### src/rtl/mem_wb_unit_pkg.sv
// ============================================================================
// mem_wb_unit_pkg : shared widths, memory-op encodings, FSM states, helpers
// Rev 1.0
// ============================================================================
`default_nettype none

package mem_wb_unit_pkg;

    localparam int REG_LEN      = 32;
    localparam int REG_ADDR_LEN = 5;
    localparam int MEM_OP_W     = 4;

    localparam logic [REG_LEN-1:0]      ZERO_WORD = '0;
    localparam logic [REG_ADDR_LEN-1:0] X0        = '0;

    localparam logic [MEM_OP_W-1:0] MEM_NONE = 4'd0;
    localparam logic [MEM_OP_W-1:0] MEM_LB   = 4'd1;
    localparam logic [MEM_OP_W-1:0] MEM_LH   = 4'd2;
    localparam logic [MEM_OP_W-1:0] MEM_LW   = 4'd3;
    localparam logic [MEM_OP_W-1:0] MEM_LBU  = 4'd4;
    localparam logic [MEM_OP_W-1:0] MEM_LHU  = 4'd5;
    localparam logic [MEM_OP_W-1:0] MEM_SB   = 4'd6;
    localparam logic [MEM_OP_W-1:0] MEM_SH   = 4'd7;
    localparam logic [MEM_OP_W-1:0] MEM_SW   = 4'd8;

    localparam logic [1:0] ST_IDLE      = 2'd0;
    localparam logic [1:0] ST_LOAD      = 2'd1;
    localparam logic [1:0] ST_LOAD_TAIL = 2'd2;
    localparam logic [1:0] ST_STORE     = 2'd3;

    function automatic logic is_load(input logic [MEM_OP_W-1:0] op);
        return (op == MEM_LB) || (op == MEM_LH) || (op == MEM_LW) ||
               (op == MEM_LBU) || (op == MEM_LHU);
    endfunction

    function automatic logic is_store(input logic [MEM_OP_W-1:0] op);
        return (op == MEM_SB) || (op == MEM_SH) || (op == MEM_SW);
    endfunction

    // Index of the last byte moved by an access (access length minus one).
    function automatic logic [1:0] mem_op_last(input logic [MEM_OP_W-1:0] op);
        logic [1:0] last;
        case (op)
            MEM_LB, MEM_LBU, MEM_SB: last = 2'd0;
            MEM_LH, MEM_LHU, MEM_SH: last = 2'd1;
            default:                 last = 2'd3;
        endcase
        return last;
    endfunction

endpackage

`default_nettype wire

### src/rtl/mem_wb_unit_load_extend.sv
// ============================================================================
// mem_wb_unit_load_extend : sign/zero-extends assembled load bytes per op
// Rev 1.0
// ============================================================================
`default_nettype none

module mem_wb_unit_load_extend
    import mem_wb_unit_pkg::*;
(
    input  logic [REG_LEN-1:0]  bytes_i,
    input  logic [MEM_OP_W-1:0] op_i,
    output logic [REG_LEN-1:0]  value_o
);

    always_comb begin
        value_o = bytes_i;
        case (op_i)
            MEM_LB:  value_o = {{24{bytes_i[7]}}, bytes_i[7:0]};
            MEM_LBU: value_o = {24'd0, bytes_i[7:0]};
            MEM_LH:  value_o = {{16{bytes_i[15]}}, bytes_i[15:0]};
            MEM_LHU: value_o = {16'd0, bytes_i[15:0]};
            default: value_o = bytes_i;
        endcase
    end

endmodule

`default_nettype wire

### src/rtl/mem_wb_unit.sv
// ============================================================================
// mem_wb_unit : memory/write-back stage, byte-serial RAM bus, reg-file writer
// Rev 1.0
// ============================================================================
`default_nettype none

module mem_wb_unit
    import mem_wb_unit_pkg::*;
#(
    parameter int ADDR_W = 32
)(
    input  logic                    clk,
    input  logic                    rst,
    input  logic                    ex_valid_i,
    output logic                    ex_ready_o,
    input  logic [MEM_OP_W-1:0]     ex_mem_op_i,
    input  logic                    ex_rd_enable_i,
    input  logic [REG_ADDR_LEN-1:0] ex_rd_addr_i,
    input  logic [REG_LEN-1:0]      ex_result_i,
    input  logic [REG_LEN-1:0]      ex_store_data_i,
    input  logic                    mem_grant_i,
    output logic [ADDR_W-1:0]       mem_addr_o,
    output logic                    mem_wr_o,
    output logic                    mem_req_o,
    output logic [7:0]              mem_dout_o,
    input  logic [7:0]              mem_din_i,
    output logic                    rd_enable_o,
    output logic [REG_ADDR_LEN-1:0] rd_addr_o,
    output logic [REG_LEN-1:0]      rd_data_o
);

    logic [1:0]              state_q,   state_d;
    logic                    ready_q,   ready_d;
    logic [1:0]              cnt_q,     cnt_d;
    logic [1:0]              last_q,    last_d;
    logic [MEM_OP_W-1:0]     op_q,      op_d;
    logic [ADDR_W-1:0]       base_q,    base_d;
    logic [REG_LEN-1:0]      sdata_q,   sdata_d;
    logic [REG_LEN-1:0]      ld_data_q, ld_data_d;
    logic                    rx_pend_q, rx_pend_d;
    logic [1:0]              rx_lane_q, rx_lane_d;
    logic                    wr_en_q,   wr_en_d;
    logic [REG_ADDR_LEN-1:0] wr_addr_q, wr_addr_d;
    logic                    rd_en_q,   rd_en_d;
    logic [REG_ADDR_LEN-1:0] rd_addr_q, rd_addr_d;
    logic [REG_LEN-1:0]      rd_data_q, rd_data_d;

    logic [REG_LEN-1:0] w_ld_bytes;
    logic [REG_LEN-1:0] w_ld_value;
    logic               w_accept;
    logic               w_ex_wr_en;

    // The byte issued last cycle arrives now; merge it into its lane.
    always_comb begin
        w_ld_bytes = ld_data_q;
        w_ld_bytes[8*rx_lane_q +: 8] = mem_din_i;
    end

    mem_wb_unit_load_extend u_load_extend (
        .bytes_i (w_ld_bytes),
        .op_i    (op_q),
        .value_o (w_ld_value)
    );

    assign w_accept   = ex_valid_i && ready_q;
    assign w_ex_wr_en = ex_rd_enable_i && (ex_rd_addr_i != X0);

    always_ff @(posedge clk or negedge rst) begin
        if (!rst) begin
            state_q   <= ST_IDLE;
            ready_q   <= 1'b0;
            cnt_q     <= '0;
            last_q    <= '0;
            op_q      <= MEM_NONE;
            base_q    <= '0;
            sdata_q   <= '0;
            ld_data_q <= '0;
            rx_pend_q <= 1'b0;
            rx_lane_q <= '0;
            wr_en_q   <= 1'b0;
            wr_addr_q <= '0;
            rd_en_q   <= 1'b0;
            rd_addr_q <= '0;
            rd_data_q <= ZERO_WORD;
        end else begin
            state_q   <= state_d;
            ready_q   <= ready_d;
            cnt_q     <= cnt_d;
            last_q    <= last_d;
            op_q      <= op_d;
            base_q    <= base_d;
            sdata_q   <= sdata_d;
            ld_data_q <= ld_data_d;
            rx_pend_q <= rx_pend_d;
            rx_lane_q <= rx_lane_d;
            wr_en_q   <= wr_en_d;
            wr_addr_q <= wr_addr_d;
            rd_en_q   <= rd_en_d;
            rd_addr_q <= rd_addr_d;
            rd_data_q <= rd_data_d;
        end
    end

    always_comb begin
        state_d   = state_q;
        cnt_d     = cnt_q;
        last_d    = last_q;
        op_d      = op_q;
        base_d    = base_q;
        sdata_d   = sdata_q;
        ld_data_d = rx_pend_q ? w_ld_bytes : ld_data_q;
        rx_pend_d = 1'b0;
        rx_lane_d = rx_lane_q;
        wr_en_d   = wr_en_q;
        wr_addr_d = wr_addr_q;
        rd_en_d   = 1'b0;
        rd_addr_d = '0;
        rd_data_d = ZERO_WORD;

        case (state_q)
            ST_IDLE: begin
                if (w_accept) begin
                    if (is_load(ex_mem_op_i) || is_store(ex_mem_op_i)) begin
                        op_d      = ex_mem_op_i;
                        base_d    = ADDR_W'(ex_result_i);
                        sdata_d   = ex_store_data_i;
                        last_d    = mem_op_last(ex_mem_op_i);
                        cnt_d     = '0;
                        ld_data_d = ZERO_WORD;
                        wr_en_d   = w_ex_wr_en;
                        wr_addr_d = ex_rd_addr_i;
                        state_d   = is_load(ex_mem_op_i) ? ST_LOAD : ST_STORE;
                    end else begin
                        rd_en_d   = w_ex_wr_en;
                        rd_addr_d = w_ex_wr_en ? ex_rd_addr_i : X0;
                        rd_data_d = w_ex_wr_en ? ex_result_i : ZERO_WORD;
                    end
                end
            end
            ST_LOAD: begin
                if (mem_grant_i) begin
                    rx_pend_d = 1'b1;
                    rx_lane_d = cnt_q;
                    if (cnt_q == last_q) begin
                        state_d = ST_LOAD_TAIL;
                    end else begin
                        cnt_d = cnt_q + 2'd1;
                    end
                end
            end
            ST_LOAD_TAIL: begin
                rd_en_d   = wr_en_q;
                rd_addr_d = wr_en_q ? wr_addr_q : X0;
                rd_data_d = wr_en_q ? w_ld_value : ZERO_WORD;
                state_d   = ST_IDLE;
            end
            default: begin
                if (mem_grant_i) begin
                    if (cnt_q == last_q) begin
                        state_d = ST_IDLE;
                    end else begin
                        cnt_d = cnt_q + 2'd1;
                    end
                end
            end
        endcase

        ready_d = (state_d == ST_IDLE);
    end

    always_comb begin
        mem_req_o   = 1'b0;
        mem_wr_o    = 1'b0;
        mem_addr_o  = '0;
        mem_dout_o  = '0;
        if (state_q == ST_LOAD || state_q == ST_STORE) begin
            mem_req_o  = mem_grant_i;
            mem_addr_o = base_q + ADDR_W'(cnt_q);
        end
        if (state_q == ST_STORE) begin
            mem_wr_o   = 1'b1;
            mem_dout_o = sdata_q[8*cnt_q +: 8];
        end
        ex_ready_o  = ready_q;
        rd_enable_o = rd_en_q;
        rd_addr_o   = rd_addr_q;
        rd_data_o   = rd_data_q;
    end

endmodule

`default_nettype wire

### config.mk
export PLATFORM = sky130hd
export DESIGN_NAME = mem_wb_unit
export DESIGN_NICKNAME = d
export VERILOG_FILES = /design/src/rtl/mem_wb_unit_pkg.sv /design/src/rtl/mem_wb_unit_load_extend.sv /design/src/rtl/mem_wb_unit.sv
export SDC_FILE = /design/constraint.sdc
export NUM_CORES = 1
export LEC_CHECK = 0
export CAP_MARGIN = 30
export CORE_ASPECT_RATIO = 0.6
export CORE_MARGIN = 5
export CORE_UTILIZATION = 30
export CTS_CLUSTER_DIAMETER = 40
export DETAILED_ROUTE_END_ITERATION = 7
export PLACE_DENSITY = 0.59
export SLEW_MARGIN = 5
export SYNTH_ARGS = -nofsm -noshare
export SYNTH_HDL_FRONTEND = slang
export SYNTH_SLANG_ARGS = --single-unit
export TNS_END_PERCENT = 10
### constraint.sdc
create_clock -name clk -period 3 [get_ports clk]
set_input_delay 0.45 -clock clk [delete_from_list [all_inputs] [get_ports clk]]
set_output_delay 0.45 -clock clk [all_outputs]
set_load 0.05 [all_outputs]
**Word-level counts from Yosys, hierarchy flattened**

Cells that the tools add are included.
Widths: inputs -> output; s select.

- Output and inout bits: 81
- Word-level logic and storage cells: 99
- Register bits: 154

- Reductions and logical operators: 19
- Shift operators: 3
- Eq/ne operators: 19
- Muxes and demuxes: 39
- Add/subtract/negate cells: 3
- Bitwise logic cells: 1

Operators with widths:

| kind | number |
|---|---|
| $mux 32 | 9 |
| $pmux 32 s4 | 1 |
| $pmux 32 s2 | 1 |
| $neg 5->34 | 1 |
| $shift 8x34->32 const A | 1 |
| $shiftx 8x34->32 | 1 |
| $add 32x2->32 | 1 |
| $bwmux 32 | 1 |
| $shiftx 32x6->8 | 1 |
| $eq 4x3->1 const B | 6 |
| $mux 2 | 11 |
| $mux 5 | 4 |
| $eq 4x2->1 const B | 3 |
| $pmux 5 s2 | 1 |
| $eq 4x1->1 const B | 2 |
| $logic_or 1x1->1 | 8 |
| $mux 8 | 1 |
| $pmux 2 s2 | 2 |
| $mux 1 | 6 |
| $pmux 2 s3 | 1 |
| $reduce_or 3->1 | 2 |
| $reduce_and 5->1 | 1 |
| $reduce_bool 5->1 | 1 |
| $eq 2x2->1 const B | 2 |
| other kinds (13) | 16 |

**Depth between registers and ports, before layout**

Gate-level depths: netlist of run 1.

- Word-level depth: 10
- Gate-level depth with buffers: 8
- Depth with buffers taken out: 7

**Hierarchy**

A second synthesis of run 1 with hierarchy kept.

- Cell total of the unflattened synthesis: 873
- Area, all modules: 7898.8 um^2

By module, submodules not included:

| module | instances | cells an instance | area an instance (um^2) | sequential area each (um^2) |
|---|---|---|---|---|
| mem_wb_unit | 1 | 828 | 7564.8 | 3853.7 |
| mem_wb_unit_load_extend | 1 | 45 | 334.1 | 0.0 |

**Least setup slack after synthesis of run 1**

Ideal clock, no wire load.

- Kind: register to output
- Start: register cnt_q[1]
- End: output mem_addr_o[28]
- Buffers on the path: 2
- Cell stages (with the launch flop): 8
- Setup slack: -707 ps
- Required time: 2550 ps
- Arrival: 3257 ps
- Cells stage by stage: dfrtp_1 > clkbuf_1 > inv_1 > fa_1 > or4_1 > buf_2 > or4_1 > a21oi_1

- Cells in the longest elaborated chain, start to end: 2

RTL lines:

| item | RTL line | RTL |
|---|---|---|
| start: declaration | mem_wb_unit.sv:34 | `logic [1:0] cnt_q, cnt_d;` |
| start signal: assignment | mem_wb_unit.sv:88 | `cnt_q <= cnt_d;` |
| $add 32x2->32 | mem_wb_unit.sv:178 | `mem_addr_o = base_q + ADDR_W'(cnt_q);` |
| $mux 32 | mem_wb_unit.sv:176 | `if (state_q == ST_LOAD \|\| state_q == ST_STORE) begin` |
| end: declaration | mem_wb_unit.sv:22 | `output logic [ADDR_W-1:0] mem_addr_o,` |

Every way passes these cells.

**Worst setup path after layout of run 1**

- Start: register cnt_q[0]
- End: output mem_addr_o[18]

The elaborated chain is that of the path after synthesis.

==> summary.md, run 1 <==
| Metric | Value |
|---|---|
| Kind of critical path | register to output pin |
| Die ar. | 0.0293 mm^2 |
| Top-count cell post-synth | nand2_1 |
| Fin util | 43.5% |
| Clk buf depth | 2 |
| Critical Path AT | 2.87 ns |
| Diodes inserted | 0 |
| Routed WL | 25,500 um |
| CP max stage cell | or4b_4 |
| Max cap viols | 0 |
| Post-synth EDFFs | 0 |
| Synthesized net count | 948 |
| Fraction of power spent switching nets | 43.1% |
| Async SR Flop Fraction | 100% |
| First-pass GRT wire length | 39,700 um |
| Largest net degree at the start of global routing | 89 |
| CTS H-tree depth | 4 |
| Total GRT Usage | 17.5% |
| Clock Tree Root | clkbuf_16 |
| TritonCTS Buffers | 17 |
| Net Switching | 4740 uW |
| Count of cell types in the netlist | 56 |
| Clock sinks | 154 |
| Max incr delay on CP | 0.53 ns |
| YS warnings | 0 |
| P_leak | 0.00476 uW |
| TritonCTS clock tree | yes |
| Final nets | 1,116 |
| P&R area growth vs syn | 42.0% |
| Commonest cells in the netlist | 225 x nand2_1, 154 x dfrtp_1, 59 x nor2_1 |
| Worst Hold Class | register to register |
| Number of synthesized register bits | 154 |
| Failing checks | setup timing |
| Initial Util | 30.6% |
| Most used DFF post-synth | dfrtp_1 |
| Pwr dens | 996 mW/mm^2 |
| Buffers plus inverters on the worst setup path | 2 |
| Share of post-route cells with drive strength above 1 | 14.8% |
| Crit-path cells | ha_2, inv_2, fa_2, and4b_1, or4b_4, or3_4, a21oi_4, buf_12 |
| HPWL after DPL | 18,700 um |
| CP Max Fanout | 5 |
| Final Hold Viols | 0 |
| Chip height | 135 um |
| CP Launch Type | register |
| Mapped Avg Cell Area | 9.10 um^2 |
| Clock Skew | 0.00954 ns |
| Reg power frac | 31.8% |
| Number of global-route vias before repair | 6,588 |
| Slew margin rel. | 58.0% |
| Initial antenna violation count | 2 |
| Boundary pin count | 167 |
| DR iter-0 viols | 555 |
| DR vias/cell | 5.00 |
| Worst path top cell family by delay | simple AND/OR/NAND/NOR gates |
| Worst-path clk slew | 0.06 ns |
| Fin crit share | 111% |
| I/O Buffers | 166 |
| WP data required | 2.55 ns |
| Synth top area cells | dfrtp_1 50%, nand2_1 11%, a211oi_1 4.4%, nor2b_1 3.2%, a21oi_1 3.1% |
| Setup ws final | -0.317 ns |
| Core Area | 0.0254 mm^2 |
| Design Power | 11,000 uW |
| Routed Antenna Nets | 0 |
| Synth area leader | dfrtp_1 |
| Sequential fraction of the synthesis area | 49.6% |
| Final setup viols | 17 |
| DRC violations left | 0 |
| WL/cell | 18.4 um |
| Yosys top cell area share | 49.6% |
| Clk pwr share | 17.8% |
| Comb pwr share | 50.3% |
| Drt pass-1 iters | 5 |
| Slew @ Worst Pin | 0.630 ns |
| Unrepaired setup endpoints after global routing | yes |
| Max VDD drop | 825 uV |
| Gate Count Post-Synth | 854 |
| Min Tclk post-route | 3.32 ns |
| Power Internal | 6250 uW |
| Congestion Overflow GR | 0 |
| Num rows | 45 |
| Slew Limit Fails | 0 |
| CP endpoint kind | output pin |
| Clk Latency, worst-skew pair | 0.43 ns |
| F_max | 0.302 GHz |
| Run status | complete, but fails checks |
| Chip Width | 218 um |
| Vias | 6,921 |
| GPL Wtd Cong | 0.862 |
| Post-synthesis cell area | 0.00777 mm^2 |
placed cells by master, fill, tap and decap left out, drive strengths merged, types with 6 or more instances in the layout:
master,count
nand2,225
dfrtp,154
clkdlybuf4s50,126
buf,72
nor2,59
a21oi,48
a211oi,46
nor2b,40
o31ai,28
nand3,26
clkbuf,22
inv,17
o21ai,16
or4,14
xnor2,10
a22o,9
nor3,9
o2bb2ai,8
mux4,8
and2,8
a211o,7
ha,7
xor2,6
nand4,6
cells by family (layout without fill, tap and decap cells):
family	after synthesis	count (layout)	share of synthesized area (%)
xor+xnor	16	16	1.80
fa+ha+maj	8	8	1.38
mux	13	13	2.96
buf+inv	72	250	3.83
compound gates	176	176	15.6
flops	154	154	49.6
simple gates	415	415	24.8
routing by layer:
layer,global-route usage (%),vias to the layer above,wire length (um),share of wire (%)
li1,-,3317,-,-
met1,27.8,3310,13000,51
met2,22.5,268,9880,39
met3,5.69,22,2360,9.3
met4,3.87,4,254,1.0
met5,0,-,21,0.082
final timing paths:
path                                   to  cells past startpoint    startpoint  slack [ns]
max                        mem_addr_o[18]                      8      cnt_q[0]       -0.32
min                           sdata_q[13]                      2   sdata_q[13]        0.47
max reg2reg                 rd_data_o[30]                      6  rx_lane_q[0]        0.52
min reg2reg                   sdata_q[13]                      2   sdata_q[13]        0.47
max in group asynchronous    rd_data_o[5]                      3           rst        1.76
min in group asynchronous    rd_addr_o[1]                      2           rst        0.48
state kept, by name (all words and copies together) (netlist names), 2 cells and up:
signal and flops:
rd_addr_o 5, rx_lane_q 2, sdata_q 32, state_q 2, ld_data_q 32, cnt_q 2
base_q 32, op_q 4, rd_data_o 32, last_q 2, wr_addr_q 5
final cells by class:
cell class	instances	area [um^2]
clock inverter	7	46.3
fill	2468	14400
clock buffer	22	474
inverter	17	63.8
sequential	154	3860
multi-input combinational	628	3830
timing repair buffer	204	2320
tap	352	440
worst reg2reg max path: stages, from the launching register on:
cell     delay [ns]
dfrtp_1        0.47
inv_1          0.17
ha_1           0.41
nor2_1         0.17
a31oi_1        0.19
o221a_2        0.45
o31ai_1        0.48
stage by stage:
| step | cells | worst slack, ns | hold slack, ns | cell area, um^2 | TNS [ns] |
|---|---|---|---|---|---|
| 2_1_floorplan | 854 | -0.0872 | 0.154 | 7880 | -0.368 |
| 3_3_place_gp | 1351 | 0.0684 | 0.358 | 10400 | 0 |
| 3_5_place_dp | 1352 | 0.0388 | 0.356 | 10400 | 0 |
| 4_1_cts | 1382 | -0.354 | 0.475 | 11000 | -2.78 |
| 5_1_grt | 1384 | -0.441 | 0.487 | 11000 | -4.89 |
| 6_report | 1384 | -0.317 | 0.470 | 11000 | -2.92 |
what timing repair did:
action / 4_1_cts / 5_1_grt
buffers inserted: 0 / 2
gates resized for setup: 16 / 16
pin swaps: 11 / 5
hold buffers: 1 / 0
endpoints found under the hold margin: 28 / 0
setup endpoints to repair: 18 / 24
power groups by stage:
stage,sequential (uW),combinational (uW),clock (uW)
final,3500,5530,1960
after global placement,3490,5400,0
after floorplan,3560,3270,0
after CTS,3490,5500,1990
after global routing,3610,5990,2090
after detailed placement,3510,5450,0
(Power assumes the default switching activity.)
==> run 2: changes to the inputs <==
Settings changed: CORE_UTILIZATION 30 to 46, PLACE_DENSITY 0.59 to 0.81.
==> summary.md, run 2 (synthesized netlist as in run 1, its figures left out) <==
| Metric | Value |
|---|---|
| Run status | complete, but fails checks |
| Failing checks | setup timing |
| Unrepaired setup endpoints after global routing | yes |
| Area of the multi-input gates | 0.00385 mm^2 (+0.55%) |
| Power Internal | 6260 uW (+0.22%) |
| Clk Latency, worst-skew pair | 0.42 ns (about the same) |
| Final setup viols | 17 (unchanged) |
| CTS H-tree depth | 4 (unchanged) |
| Total GRT Usage | 24.9% (+7.4 points) |
| Worst Hold Class | input pin to asynchronous set/reset pin |
| Num rows | 36 (-20%) |
| Layout fillers | 1,255 (-49%) |
| Comb pwr share | 50.2% (about the same) |
| Worst-path clk slew | 0.06 ns (about the same) |
| Final nets | 1,114 (-0.18%) |
| Pwr dens | 1020 mW/mm^2 (+2.9%) |
| Initial antenna violation count | 0 (-2) |
| P&R area growth vs syn | 40.5% |
| Initial Util | 47.4% (+17 points) |
| DRC violations left | 0 (unchanged) |
| F_max | 0.297 GHz (-1.6%) |
| P_leak | 0.00471 uW (-1.0%) |
| Clk pwr share | 18.1% (+0.3 points) |
| Routed WL | 24,600 um (-3.5%) |
| DR iter-0 viols | 720 (+30%) |
| Number of global-route vias before repair | 7,095 (+7.7%) |
| Clock Tree Root | clkbuf_16 |
| CP Launch Type | register |
| Clk buf depth | 2 (unchanged) |
| Min Tclk post-route | 3.37 ns (+0.0528 ns) |
| Vias | 7,217 (+4.3%) |
| Boundary pin count | 167 (unchanged) |
| Crit-path cells | ha_2, inv_2, fa_2, and4b_1, or4b_4, or3_4, a21oi_4, buf_12 |
| Setup ws final | -0.370 ns (-0.0528 ns) |
| Max VDD drop | 915 uV (+11%) |
| CP endpoint kind | output pin |
| Core Area | 0.0164 mm^2 (-35%) |
| Largest net degree at the start of global routing | 77 (-13%) |
| Reg area | 0.00386 mm^2 (about the same) |
| Fin crit share | 112% (+1.8 points) |
| Fin cells | 1,261 (-8.9%) |
| WL/cell | 19.5 um (+5.9%) |
| Worst path top cell family by delay | simple AND/OR/NAND/NOR gates |
| Chip height | 111 um (-18%) |
| Setup WS pre-CTS | -0.0361 ns (-0.0749 ns) |
| Max cap viols | 0 (unchanged) |
| Hold_buf cts | 0 (-1) |
| Drt pass-1 iters | 5 (unchanged) |
| Congestion Overflow GR | 0 (unchanged) |
| Most frequent cells in the layout | 225 x nand2_1, 149 x dfrtp_1, 130 x clkdlybuf4s50_1, 58 x nor2_1, 46 x a211oi_1 |
| Slew margin rel. | 51.9% (-6.2 points) |
| GPL Wtd Cong | 0.870 (+0.93%) |
| HPWL after DPL | 17,400 um (-6.9%) |
| Slew @ Worst Pin | 0.722 ns (+0.0923 ns) |
| Die ar. | 0.0197 mm^2 (-33%) |
| Clock Skew | 0.0107 ns (+0.00114 ns) |
| Placed cells | 1,225 (-9.4%) |
| Chip Width | 178 um (-18%) |
| TritonCTS Buffers | 17 (unchanged) |
| Critical Path AT | 2.92 ns (+0.05 ns) |
| CP max stage cell | or4b_4 |
| Clock sinks | 154 (unchanged) |
| CP Max Fanout | 5 (unchanged) |
| Reg power frac | 31.7% (about the same) |
| First-pass GRT wire length | 39,100 um (-1.5%) |
| Slew Limit Fails | 0 (unchanged) |
| Max incr delay on CP | 0.54 ns (about the same) |
| Fraction of power spent switching nets | 44.0% (+0.87 points) |
| Final Hold Viols | 0 (unchanged) |
| Share of post-route cells with drive strength above 1 | 15.1% (+0.28 points) |
| Kind of critical path | register to output pin |
| Routed Antenna Nets | 0 (unchanged) |
| DR vias/cell | 5.72 (+14%) |
| WP data required | 2.55 ns (about the same) |
| I/O Buffers | 166 (unchanged) |
| Buffers plus inverters on the worst setup path | 2 (unchanged) |
| Diodes inserted | 0 (unchanged) |
| TritonCTS clock tree | yes |
| Commonest non-fill, non-tap cell in the layout | nand2_1 |
| Net Switching | 4920 uW (+3.8%) |
==> run 2: worst paths after layout <==
path                            depth (start not counted)  slack (ns)          from        endpoint
worst min-delay path                                    1        0.07           rst      base_q[29]
worst max register to register                          6        0.52  rx_lane_q[0]   rd_data_o[17]
worst max-delay path                                    8       -0.37     base_q[0]  mem_addr_o[18]
min in group clk                                        2        0.48    sdata_q[5]      sdata_q[5]
worst min register to register                          2        0.48    sdata_q[5]      sdata_q[5]
max in group asynchronous                               2        2.13           rst       base_q[9]
==> run 2: stage by stage <==
stage | area [um^2] | utilization (%) | hold WS (ns) | TNS [ns] | power (uW)
after detailed placement | 10200 | 62.2 | 0.460 | -0.0778 | 8980
after CTS | 10900 | 66.3 | 0.0894 | -1.95 | 11100
after floorplan | 7880 | - | 0.154 | -0.368 | 6830
after global placement | 10200 | 62.0 | 0.456 | 0 | 8800
final | 10900 | 66.6 | 0.0696 | -3.16 | 11200
after global routing | 10900 | 66.6 | 0.131 | -4.38 | 11800
==> run 2: layer usage <==
| layer | track usage (%) | share of wire [%] | vias to the layer above |
|---|---|---|---|
| li1 | - | - | 3306 |
| met1 | 38.3 | 47 | 3546 |
| met2 | 34.9 | 43 | 340 |
| met3 | 6.68 | 9.3 | 25 |
| met4 | 5.41 | 1.1 | 0 |
| met5 | 0 | 0 | - |
==> run 2: cell type report <==
class	count	share of cell area [%]
clock buffers	19	4.06
clock inverters	13	1.01
inverters	17	0.584
multi-input cells	628	35.3
flip-flops and latches	154	35.4
well taps	228	2.61
repair buffers	202	21.1
==> run 2: power by group through the flow <==
| stage | combinational [uW] | clock, uW | sequential (uW) |
|---|---|---|---|
| after floorplan | 3270 | 0 | 3560 |
| final | 5620 | 2020 | 3540 |
| after CTS | 5550 | 2040 | 3520 |
| after detailed placement | 5450 | 0 | 3530 |
| after global placement | 5320 | 0 | 3480 |
| after global routing | 6030 | 2130 | 3640 |
==> run 2: repair_timing <==
item	4_1_cts	5_1_grt
buffers inserted	1	3
endpoints found under the setup margin	20	26
gates resized for setup	30	8
pin swaps	14	3
gates cloned	0	0
==> run 3: changes to the inputs <==
Settings changed: CORE_UTILIZATION 46 to 45, PLACE_DENSITY 0.81 to 0.8, TNS_END_PERCENT 10 to default.
==> summary.md, run 3 (synthesized netlist as in run 1, its figures left out) <==
| Metric | Value |
|---|---|
| Run status | complete, but fails checks |
| Failing checks | setup timing |
| Max cap viols | 0 (unchanged) |
| WL/cell | 19.6 um (+0.51%) |
| Routed Antenna Nets | 0 (unchanged) |
| Drt pass-1 iters | 5 (unchanged) |
| Clock sinks | 154 (unchanged) |
| Vias | 7,281 (+0.89%) |
| CP Max Fanout | 5 (unchanged) |
| Total GRT Usage | 24.0% (-0.87 points) |
| Worst-path clk slew | 0.06 ns (about the same) |
| Worst Hold Class | register to register |
| TritonCTS clock tree | yes |
| Routed WL | 25,000 um (+1.7%) |
| Design Power | 11,400 uW (+2.0%) |
| Final Hold Viols | 0 (unchanged) |
| Clock Tree Root | clkbuf_16 |
| Fin crit share | 111% (-1.5 points) |
| P&R area growth vs syn | 43.2% |
| Slew margin rel. | 58.2% (+6.3 points) |
| Setup ws final | -0.325 ns (+0.0449 ns) |
| Layout fillers | 1,343 (+7.0%) |
| Share of post-route cells with drive strength above 1 | 17.0% (+1.9 points) |
| Boundary pin count | 167 (unchanged) |
| Num rows | 37 (+2.8%) |
| Critical Path AT | 2.87 ns (-0.05 ns) |
| Initial Util | 45.6% (-1.8 points) |
| Design area | 0.0111 mm^2 (+1.9%) |
| Largest net degree at the start of global routing | 82 (+6.5%) |
| DRC violations left | 0 (unchanged) |
| Congestion Overflow GR | 0 (unchanged) |
| Min Tclk post-route | 3.32 ns (-0.0449 ns) |
| DR iter-0 viols | 618 (-14%) |
| Core Area | 0.0170 mm^2 (+3.9%) |
| Most frequent cells in the layout | 225 x nand2_1, 148 x dfrtp_1, 126 x clkdlybuf4s50_1, 57 x nor2_1, 46 x a211oi_1 |
| Initial antenna violation count | 0 (unchanged) |
| Number of global-route vias before repair | 7,041 (-0.76%) |
| Max VDD drop | 994 uV (+8.7%) |
| CTS H-tree depth | 4 (unchanged) |
| GPL Wtd Cong | 0.881 (+1.3%) |
| Die ar. | 0.0201 mm^2 (+2.1%) |
| Unrepaired setup endpoints after global routing | yes |
| Clk Latency, worst-skew pair | 0.43 ns (about the same) |
| First-pass GRT wire length | 39,000 um (-0.39%) |
| Chip Width | 180 um (+1.0%) |
| CP Launch Type | register |
| CP endpoint kind | output pin |
| P_leak | 0.00491 uW (+4.2%) |
| Commonest non-fill, non-tap cell in the layout | nand2_1 |
| Clk buf depth | 2 (unchanged) |
| Clock Skew | 0.0144 ns (+0.00372 ns) |
| Slew @ Worst Pin | 0.628 ns (-0.0947 ns) |
| Final setup viols | 14 (-3) |
| WP data required | 2.55 ns (about the same) |
| Chip height | 112 um (+1.0%) |
| F_max | 0.301 GHz (+1.4%) |
| Kind of critical path | register to output pin |
| TritonCTS Buffers | 17 (unchanged) |
| Pwr dens | 1030 mW/mm^2 (about the same) |
| DR vias/cell | 5.71 (-0.30%) |
| Hold Slack | 0.472 ns (+0.403 ns) |
| I/O Buffers | 166 (unchanged) |
| HPWL after DPL | 17,200 um (-0.98%) |
| Slew Limit Fails | 0 (unchanged) |
| Total placed instance area | 0.0102 mm^2 (+0.25%) |
| Final nets | 1,123 (+0.81%) |
==> run 3: cell count changes in the layout (fill, tap and decap cells not counted), moves of 3 or more <==
cell             before  now
a21oi_1              36   33
a21oi_4               7   10
buf_4                31   41
clkdlybuf4s50_1     130  126
clkinvlp_4            7    4
dlymetal6s2s_1        2    8
o31ai_1              28   25
o31ai_2               0    3
or4_1                 5    2
or4_4                 9   12
==> run 3: final cells by class <==
type,count,area (um^2),area share [%]
Clock buffer,18,439,3.95
Inverter,17,63.8,0.573
Multi-Input combinational cell,628,3940,35.4
Clock inverter,13,159,1.43
Timing Repair Buffer,211,2370,21.3
Antenna cell,1,2.50,0.0225
Tap cell,234,293,2.63
Sequential cell,154,3860,34.7
==> run 3: power breakdown <==
| part | switching (uW) | leakage, uW | internal (uW) |
|---|---|---|---|
| combinational | 3350 | 0.00268 | 2310 |
| clock | 943 | 0.000282 | 1270 |
| sequential | 652 | 0.00195 | 2890 |
| total | 4940 | 0.00491 | 6470 |
==> run 3: final timing paths <==
path | from | to | slack, ns | depth (start not counted)
setup reg to reg | rx_lane_q[0] | rd_data_o[27] | 0.56 | 6
hold reg to reg | sdata_q[21] | sdata_q[21] | 0.47 | 2
min in group asynchronous | rst | base_q[28] | 0.54 | 2
max in group asynchronous | rst | cnt_q[1] | 1.65 | 3
hold / removal | sdata_q[21] | sdata_q[21] | 0.47 | 2
setup / recovery | cnt_q[0] | mem_addr_o[18] | -0.32 | 8
==> run 3: per-stage QoR <==
step | setup WS [ns] | TNS, ns | utilization, % | std cells
after floorplan | -0.0598 | -0.0745 | - | 854
after global placement | 0.0134 | 0 | 59.8 | 1227
after detailed placement | -0.0383 | -0.0383 | 60.0 | 1229
after CTS | -0.292 | -2.51 | 64.2 | 1267
after global routing | -0.409 | -3.71 | 65.3 | 1275
final | -0.325 | -2.44 | 65.3 | 1276
==> run 3: worst max-delay path: stages, from the launching register on <==
cell and delay, ns:
dfrtp_1 0.35, ha_2 0.19, inv_2 0.04, fa_2 0.36, and4b_1 0.31, or4b_4 0.54, or3_4 0.36, a21oi_4 0.15
buf_12 0.15
==> run 3: routing by layer <==
layer	part of all wire (%)	vias up	track usage, %
met5	0	-	0
met4	1.5	0	5.89
met3	10	33	8.13
met2	43	345	33.7
met1	45	3572	35.7
li1	-	3331	-
==> run 3: repair_timing <==
action	in CTS	in global routing
hold buffers	1	0
pin swaps	3	9
cloned	0	0
resized for setup	18	31
setup endpoints to repair	18	30
buffers inserted	6	8
endpoints found under the hold margin	47	0
